<file path="config.mk">
export PLATFORM = sky130hd
export DESIGN_NAME = mux_rr_arbiter_8
export DESIGN_NICKNAME = d
export VERILOG_FILES = /design/src/rtl/mux_rr_arbiter_8.sv
export SDC_FILE = /design/constraint.sdc
export NUM_CORES = 1
export LEC_CHECK = 0
export CELL_PAD_IN_SITES_DETAIL_PLACEMENT = 1
export CELL_PAD_IN_SITES_GLOBAL_PLACEMENT = 1
export CORE_ASPECT_RATIO = 0.8
export CORE_UTILIZATION = 43
export DETAILED_ROUTE_END_ITERATION = 8
export GPL_ROUTABILITY_DRIVEN = 0
export MAX_ROUTING_LAYER = met4
export PLACE_DENSITY_LB_ADDON = 0.1
export SLEW_MARGIN = 20
export SYNTH_ARGS = -nofsm -noshare
export SYNTH_HDL_FRONTEND = slang
export SYNTH_SLANG_ARGS = --single-unit
</file>
<file path="constraint.sdc">
create_clock -name clk -period 5.7 [get_ports clk]
set_input_delay 0.57 -clock clk [delete_from_list [all_inputs] [get_ports clk]]
set_output_delay 0.57 -clock clk [all_outputs]
set_load 0.1 [all_outputs]
</file>
<file path="src/rtl/mux_rr_arbiter_8.sv">
`default_nettype none
// ============================================================================
// Module      : mux_rr_arbiter_8
// Description : Round-robin arbiter that owns the select of a shared 8:1 bit
//               mux (two 4:1 muxes plus a final 2:1 stage) and grants it to
//               one of 8 requesters at a time, for at most MAX_HOLD
//               consecutive cycles per turn. The selected bit is registered
//               on y and qualified by valid.
// Ports       : clk    - clock, rising edge
//               rst    - synchronous active-high reset
//               req    - [7:0] level-sensitive requests
//               a      - [7:0] data bits into the shared mux
//               sel    - [2:0] registered mux select (granted index)
//               gnt    - [7:0] registered one-hot grant, zero when idle
//               valid  - registered, y carries a granted requester's bit
//               y      - registered mux output a[sel]
// Revision    : 1.0 - initial release
// ============================================================================
module mux_rr_arbiter_8 #(
    parameter int MAX_HOLD = 4,
    parameter int HOLD_W   = 3
) (
    input  logic       clk,
    input  logic       rst,
    input  logic [7:0] req,
    input  logic [7:0] a,
    output logic [2:0] sel,
    output logic [7:0] gnt,
    output logic       valid,
    output logic       y
);

    typedef enum logic [0:0] {
        ST_IDLE  = 1'b0,
        ST_GRANT = 1'b1
    } state_t;

    localparam logic [HOLD_W-1:0] c_max_hold = HOLD_W'(MAX_HOLD);

    state_t             r_state, w_state_n;
    logic [2:0]         r_sel,   w_sel_n;
    logic [7:0]         r_gnt,   w_gnt_n;
    logic [2:0]         r_ptr,   w_ptr_n;
    logic [HOLD_W-1:0]  r_cnt,   w_cnt_n;
    logic               r_valid;
    logic               r_y;

    // ------------------------------------------------------------------
    // Shared 8:1 mux: two 4:1 muxes on sel[1:0], then a 2:1 on sel[2].
    // ------------------------------------------------------------------
    logic [1:0] w_mux4;
    logic       w_mux;

    generate
        for (genvar j = 0; j < 2; j++) begin : g_mux4
            logic [3:0] w_grp;
            assign w_grp     = a[4*j +: 4];
            assign w_mux4[j] = w_grp[r_sel[1:0]];
        end
    endgenerate

    assign w_mux = r_sel[2] ? w_mux4[1] : w_mux4[0];

    // ------------------------------------------------------------------
    // Winner search. When the current holder releases, the new pointer
    // (sel+1) is used immediately so handoff happens in the same cycle.
    // Requests are rotated so the priority index lands at bit 0, the
    // lowest set bit is found, and the offset is added back mod 8.
    // ------------------------------------------------------------------
    logic [2:0]  w_arb_ptr;
    logic [15:0] w_rot_full;
    logic [7:0]  w_rot;
    logic [2:0]  w_off;
    logic [2:0]  w_win;
    logic        w_any;

    assign w_arb_ptr  = (r_state == ST_GRANT) ? (r_sel + 3'd1) : r_ptr;
    assign w_rot_full = {req, req} >> w_arb_ptr;
    assign w_rot      = w_rot_full[7:0];
    assign w_any      = |req;

    always_comb begin
        w_off = 3'd0;
        for (int i = 7; i >= 0; i--) begin
            if (w_rot[i]) begin
                w_off = 3'(i);
            end
        end
    end

    assign w_win = w_arb_ptr + w_off;

    // ------------------------------------------------------------------
    // Grant FSM next state
    // ------------------------------------------------------------------
    logic w_release;
    assign w_release = !req[r_sel] || (r_cnt == c_max_hold);

    always_comb begin
        w_state_n = r_state;
        w_sel_n   = r_sel;
        w_gnt_n   = r_gnt;
        w_ptr_n   = r_ptr;
        w_cnt_n   = r_cnt;
        case (r_state)
            ST_IDLE: begin
                w_gnt_n = 8'h00;
                if (w_any) begin
                    w_state_n = ST_GRANT;
                    w_sel_n   = w_win;
                    w_gnt_n   = 8'b1 << w_win;
                    w_cnt_n   = HOLD_W'(1);
                end
            end
            ST_GRANT: begin
                if (!w_release) begin
                    w_cnt_n = r_cnt + HOLD_W'(1);
                end else begin
                    w_ptr_n = r_sel + 3'd1;
                    if (w_any) begin
                        w_sel_n = w_win;
                        w_gnt_n = 8'b1 << w_win;
                        w_cnt_n = HOLD_W'(1);
                    end else begin
                        w_state_n = ST_IDLE;
                        w_gnt_n   = 8'h00;
                        w_cnt_n   = '0;
                    end
                end
            end
            default: begin
                w_state_n = ST_IDLE;
                w_gnt_n   = 8'h00;
            end
        endcase
    end

    // valid reflects the requester currently holding the mux still asking
    // for it; a dropped request therefore yields one invalid cycle.
    logic w_valid_n;
    assign w_valid_n = (r_state == ST_GRANT) && req[r_sel];

    always_ff @(posedge clk) begin
        if (rst) begin
            r_state <= ST_IDLE;
            r_sel   <= 3'd0;
            r_gnt   <= 8'h00;
            r_ptr   <= 3'd0;
            r_cnt   <= '0;
            r_valid <= 1'b0;
            r_y     <= 1'b0;
        end else begin
            r_state <= w_state_n;
            r_sel   <= w_sel_n;
            r_gnt   <= w_gnt_n;
            r_ptr   <= w_ptr_n;
            r_cnt   <= w_cnt_n;
            r_valid <= w_valid_n;
            r_y     <= w_valid_n ? w_mux : 1'b0;
        end
    end

    assign sel   = r_sel;
    assign gnt   = r_gnt;
    assign valid = r_valid;
    assign y     = r_y;

endmodule
`default_nettype wire

</file>
Word-level counts from Yosys, hierarchy flattened
Index checks and enable logic that the tools add are counted.

Register bits after elaboration: 20. Output and inout bits: 13.

Bitwise logic cells: 2. $add $sub $neg: 3. Eq/ne operators: 3. Shift operators: 2. $lt $le $gt $ge: 2. Reductions and logical operators: 6. Multiplexer cells: 29.

Operators with widths (count): 3-bit 2-to-1 mux (13); 8-bit 2-to-1 mux (2); 8-bit one-hot mux with 2 select lines (1); 16-bit by 3-bit >> shifter with 8-bit output (1); 3-bit one-hot mux with 2 select lines (2); 8-bit OR reduction (1); 1-bit by 3-bit left shift with 8-bit output (first input constant) (1); 1-bit 2-to-1 mux (7); 3-bit by 1-bit adder with 3-bit output (second input constant) (2); 1-bit binary-select mux with 2-bit select (2); 3-bit by 4-bit < comparator with 1-bit output (second input constant) (1); 3-bit adder (1); 1-bit binary-select mux with 3-bit select (1); 3-bit == test (second input constant) (1); 2-bit by 3-bit < comparator with 1-bit output (second input constant) (1); 2-bit by 1-bit != test with 1-bit output (second input constant) (1); 2-bit != test (second input constant) (1); 1-bit NOT (2); 1-bit one-hot mux with 2 select lines (1); 2-bit AND reduction (1); 2-bit OR reduction (1); 1-bit logical AND (1); 1-bit zero test (1); 1-bit logical OR (1).

Longest topological paths before layout
Gate-level depths: netlist (run 1).

Depth after elaboration: 16. Mapped depth: 17. Gate-level depth less buffers: 16.

Worst setup path before layout (run 1)
No wires, ideal clock.

Path kind: flip-flop to flip-flop. Start: register r_sel[1] (netlist: sel[1]). End: register r_gnt[6] (netlist: gnt[6]). Required time: 5621 ps. Arrival: 4459 ps. Buffers on the path: 1. Path slack: 1162 ps. Cell stages (with the launch flop): 17. Setup time: 79 ps. Path through: dfxtp_1 ha_1 xor2_1 mux2_2 buf_4 and3_1 a211oi_1 a211oi_1 o211ai_1 a31oi_1 ha_1 inv_1 fa_1 nor4_1 nand2_1 a2111o_1 o211ai_1.

Cells in the longest elaborated chain, start to end: 16. Elaborated cells between the ends (all ways): 21.

Ends and longest elaborated chain: from (decl) (RTL line 41) `logic [2:0] r_sel, w_sel_n;`; from (signal assigned) (RTL line 154) `r_sel <= w_sel_n;`; 3-bit by 1-bit adder with 3-bit output (RTL line 77) `assign w_arb_ptr = (r_state == ST_GRANT) ? (r_sel + 3'd1) : r_ptr;`; 3-bit 2-to-1 mux (RTL line 77); 16-bit by 3-bit >> shifter with 8-bit output (RTL line 78) `assign w_rot_full = {req, req} >> w_arb_ptr;`; 3-bit 2-to-1 mux (8 in series) (RTL line 85) `if (w_rot[i]) begin`; 3-bit adder (RTL line 91) `assign w_win = w_arb_ptr + w_off;`; 1-bit by 3-bit left shift with 8-bit output (RTL line 111, 122); 8-bit 2-to-1 mux (RTL line 108, 120); 8-bit 2-to-1 mux (RTL line 116) `if (!w_release) begin`; 8-bit one-hot mux with 2 select lines (RTL line 105) `case (r_state)`; to (signal assigned) (RTL line 155) `r_gnt <= w_gnt_n;`; to (decl) (RTL line 42) `logic [7:0] r_gnt, w_gnt_n;`.

Several ways; a longest one is shown, not always the timed one. The select of a mux whose other input is x is not followed. A chain may end at the register's enable or synchronous reset.

Worst setup path in the final report (run 1)
Start: register r_sel[0] (netlist: sel[0]). End: register r_gnt[2] (netlist: gnt[2]).

The elaborated chain is that of the path after synthesis.

==> qor.csv, run 1 <==
metric,value,unit
cp_max_fo,11,
coreArea,3880,um^2
finalHoldWorstSlack,483,ps
final_util,55.4,%
cts_buffers,3,
setup_tns,0,ps
cp-start-kind,register,
antenna_found_initial,0,
cts_tree,done,
seqCellArea,400,um^2
reg2reg_from,sel[0],
globalRouteMet1Util,33.6,%
post-route-min-period,5040,ps
grt_pass1_vias,1745,
sequentialPowerShare,16.6,%
power_frac_clock,11.4,%
grt_usage,26.7,%
switching_power,707,uW
fmax,199,MHz
start_util,45.6,%
routedWlPerCell,18.6,um
cts_resized,0,
ys_seq_area_share,22.6,%
synth-edff-count,0,
syn_area,1770,um^2
num_io_pins,31,
totalWireLength,5280,um
worstPathArrival,5230,ps
htree_levels,1,
layout-drive-gt1-share,8.73,%
cts_hold_buffers,0,
vdd_drop_max,0.277,mV
grt_setup_unrepaired,false,
grt_pass1_wl,8480,um
layout.cells.most_common,clkdlybuf4s50_1,
ys.flop_type,dfxtp_1,
status,completed,
rows,20,
synthToLayoutAreaGrowth,21.3,%
hold_class,register to register,
slew_headroom,29.5,%
yosysTopAreaCellShare,22.6,%
grt_max_degree,14,
viasPerCell,6.14,
fillers,453,
die_y,59.4,um
drtPass1Iterations,4,
pwr-share-comb,72.1,%
overflow,0,
p_sw_share,55.6,%
worst_setup_path_end_kind,register,
synth.area.top_cells,"dfxtp_1 23%, mux4_2 7.6%, o211ai_1 4.7%, a2111o_1 4.5%, nand2_1 4.2%",
multi_input_area,1280,um^2
period_share,88.4,%
die_x,73.7,um
clock-sinks,20,
clk_pin_slew,80,ps
p_per_area,592,nW/um^2
power.internal,565,uW
worstPathRequired,5890,ps
nNetsFinal,253,
busiest_layer,met2,
layout_common_cells,"30 x clkdlybuf4s50_1, 20 x nand2_1, 20 x dfxtp_1",
antenna_cells,0,
globalRouteMet2Util,45.7,%
worst_pin_slew,1060,ps
synth_warnings,0,
routed-via-count,1743,
synth_seq_cells,20,
antenna_left,0,
startpoint,sel[0],
worstSetupPathType,register to register,
hold_viol,0,
grt_use_met3,4.25,%
drv_slew,0,
cts_setup_buffers,0,
drc,0,
cts_root_buffer,clkbuf_8,
syn_nets,228,
dpl.hpwl,4100,um
synthDistinctLibCells,51,
synthArstFlopShare,0,%
maxCapViolCount,0,
min_from,gnt[7],
clk_latency,260,ps
die_area,4380,um^2
syn_avg_cell_area,8.64,um^2
setup_viol,0,
yosysTopAreaCell,dfxtp_1,
synthCells,205,
p_leak,0.000764,uW
cts_buffer_depth,2,
fin_skew,2.83,ps
port_buffers,30,
drt_iter0_drc,61,
-- synthesized netlist by cell type, types with 4 or more instances --
cell type   n
inv_1       7
a2111o_1    7
mux4_2      6
mux2i_1     7
nand3_1    14
and3_1      5
nand2b_1    5
nor2_1     14
a21oi_1     9
nand2_1    20
a211oi_1    4
ha_1        4
nor4_1      5
o21ai_0    11
and2_1      7
dfxtp_1    20
o211ai_1   11
-- worst max-delay path: stages, from the launching register on --
cell       delay, ps
dfxtp_1          570
ha_1             240
xor2_1            90
mux2i_1          770
mux4_2           440
and2_4           190
a2111oi_4        640
o21ai_0          240
nand2_1          140
fa_1             540
nor4_1           440
nand2_1          150
a2111o_1         420
o211ai_1          80
-- flip-flops by register name (all words and copies together), names as in the netlist --
name / flops
y: 1
gnt: 8
valid: 1
r_cnt: 3
r_ptr: 3
sel: 3
r_state: 1
-- cell families (layout without fill, tap and decap cells) --
logic type,after synthesis,after routing,synth area share [%]
DFF,20,20,22.6
muxes,17,17,15.8
AOI/OAI and AO/OA,58,58,26.2
buffers and inverters,17,41,5.09
and+or+nand+nor,85,85,24.8
xor gates and xnor gates,3,3,1.48
adders and majority gates,5,5,3.96
-- routing by layer --
metal | routed length [um] | up-vias
met5 | 0 | -
met4 | 36 | 0
met3 | 168 | 4
met2 | 2520 | 45
met1 | 2550 | 858
li1 | - | 836
-- power groups by stage --
| stage | registers [uW] | clock network, uW | logic, uW |
|---|---|---|---|
| 3_3_place_gp | 209 | 0 | 864 |
| 5_1_grt | 215 | 154 | 978 |
| 4_1_cts | 211 | 145 | 911 |
| 2_1_floorplan | 386 | 0 | 531 |
| 3_5_place_dp | 213 | 0 | 900 |
| 6_report | 210 | 144 | 917 |
-- cell type report --
type	count	share of cell area (%)
Clock buffer	3	1.92
Clock inverter	1	1.40
Inverter	7	1.22
Multi-Input combinational cell	168	59.6
Sequential cell	20	18.6
Tap cell	55	3.21
Timing Repair Buffer	30	14.0
-- metrics by stage --
| step | power, uW | cell area [um^2] | instances | worst slack [ps] |
|---|---|---|---|---|
| floorplan | 917 | 1770 | 205 | 1160 |
| global placement | 1070 | 2080 | 280 | 1030 |
| detailed placement | 1110 | 2080 | 280 | 840 |
| CTS | 1270 | 2150 | 284 | 668 |
| global route | 1350 | 2150 | 284 | 330 |
| finish | 1270 | 2150 | 284 | 663 |
-- final timing paths --
path | to | cells after the start | slack [ps]
worst min-delay path | gnt[7] | 2 | 480
worst max register to register | gnt[2] | 13 | 660
worst min register to register | gnt[7] | 2 | 480
worst max-delay path | gnt[2] | 13 | 660
Note: power is estimated with default switching activity, not from simulation.
==> run 2, diff against run 1 <==
--- a/config.mk
+++ b/config.mk
@@ -5,7 +5,7 @@
 export SDC_FILE = /design/constraint.sdc
 export NUM_CORES = 1
 export LEC_CHECK = 0
-export CELL_PAD_IN_SITES_DETAIL_PLACEMENT = 1
+export CELL_PAD_IN_SITES_DETAIL_PLACEMENT = 0
 export CELL_PAD_IN_SITES_GLOBAL_PLACEMENT = 1
 export CORE_ASPECT_RATIO = 0.8
 export CORE_UTILIZATION = 43
==> run 2 against run 1 <==
- maximum frequency up 3.4%
- critical path type unchanged
- worst setup slack better by 170 ps
- combinational power down 2%
==> qor.csv, run 2 (synthesis results as in run 1) <==
metric,value,unit
antenna_found_initial,0,
fmax,205,MHz
grt_use_met3,4.42,%
clock-sinks,20,
r2r_end,gnt[2],
die_x,73.7,um
cp_max_fo,11,
clk_latency,260,ps
port_buffers,30,
grt_max_degree,14,
path_delay_family,compound AO/OA/AOI/OAI gates,
worstPathRequired,5890,ps
totalWireLength,4660,um
layout.cells.most_common,clkdlybuf4s50_1,
worstPathArrival,5060,ps
hold_class,register to register,
setup_viol,0,
multi_input_area,1280,um^2
grt_usage,23.6,%
post-route-min-period,4870,ps
coreArea,3880,um^2
period_share,85.4,%
overflow,0,
cts_resized,0,
fin_cells,284,
min_from,gnt[6],
grt_pass1_wl,7610,um
layout_common_cells,"30 x clkdlybuf4s50_1, 20 x nand2_1, 20 x dfxtp_1",
antenna_cells,0,
cts_root_buffer,clkbuf_8,
busiest_layer,met2,
cp-start-kind,register,
max_stage_delay,730,ps
status,completed,
startpoint,sel[0],
reg2regPathDepth,13,
drv_slew,0,
routedWlPerCell,16.4,um
p_leak,0.000767,uW
drc,0,
reg2reg_slack,830,ps
nNetsFinal,253,
globalRouteMet1Util,29.9,%
maxCapViolCount,0,
dp.cells,280,
path_common_cell,nand2_1,
synthToLayoutAreaGrowth,21.6,%
cp.depth,13,
clk_pin_slew,80,ps
cts_buffer_depth,2,
grt_setup_unrepaired,false,
slew_headroom,34.8,%
fillers,373,
seqCellArea,400,um^2
crit_slowest_cell,mux2i_1,
cts_setup_buffers,0,
die_area,4380,um^2
report.power.total,1250,uW
layout-drive-gt1-share,9.17,%
grt_pass1_vias,1680,
worstSetupPathType,register to register,
reg2reg_from,sel[0],
cp_num_buf_inv,0,
rows,20,
worst_pin_slew,975,ps
cts_buffers,3,
die_y,59.4,um
drt_iter0_drc,91,
routed-via-count,1745,
cp_cell_sequence,ha_1 -> xor2_1 -> mux2i_1 -> mux4_2 -> and2_4 -> a2111oi_4 -> o21ai_0 -> nand2_1 -> fa_1 -> nor4_1 -> nand2_1 -> a2111o_1 -> o211ai_1,
worst_setup_path_end_kind,register,
p_per_area,581,nW/um^2
start_util,45.6,%
antenna_left,0,
drtPass1Iterations,5,
cts_tree,done,
cts_hold_buffers,0,
globalRouteMet2Util,38.3,%
htree_levels,1,
fin_skew,2.27,ps
setup_tns,0,ps
vdd_drop_max,0.286,mV
endpoint,gnt[2],
viasPerCell,6.14,
dpl.hpwl,3600,um
largest_reg_flops,8,
num_io_pins,31,
hold_viol,0,
==> run 2: routing by layer <==
layer | part of all wire [%] | wire [um] | vias up
li1 | - | - | 837
met1 | 47 | 2180 | 844
met2 | 47 | 2210 | 53
met3 | 4.4 | 204 | 11
met4 | 1.3 | 61 | 0
met5 | 0 | 0 | -
==> run 2: area by class of cell <==
cell class                 instances  area share, %
tap                               55           3.20
clock inverter                     1           1.40
sequential                        20           18.6
multi-input combinational        168           59.7
clock buffer                       3           1.92
inverter                           7           1.22
timing repair buffer              30           14.0
==> run 2: report_power, final <==
part / internal (uW) / leakage [uW] / switching, uW
registers: 175 / 0.000164 / 33.3
clock network: 93.8 / 0.0000357 / 50.4
logic: 296 / 0.000567 / 602
==> run 2: worst min-delay path by stage <==
| stage | endpoint | slack (ps) | cells past startpoint |
|---|---|---|---|
| floorplan | r_cnt[2] | 450 | 2 |
| global placement | gnt[0] | 460 | 2 |
| detailed placement | gnt[3] | 470 | 2 |
| CTS | gnt[3] | 480 | 2 |
| global route | gnt[6] | 500 | 2 |
| finish | gnt[6] | 470 | 2 |
==> run 2: tightest hold or removal path: stages (launching register included) <==
cell      delay (ps)
dfxtp_1          330
nand2_1           50
o211ai_1          60
==> run 2: through the flow <==
stage / worst slack [ps] / hold WS [ps] / utilization, % / area (um^2)
2_1_floorplan: 1160 / 453 / - / 1770
3_3_place_gp: 1030 / 457 / 53.5 / 2080
3_5_place_dp: 913 / 465 / 53.5 / 2080
4_1_cts: 862 / 484 / 55.4 / 2150
5_1_grt: 465 / 503 / 55.5 / 2150
6_report: 831 / 475 / 55.5 / 2150
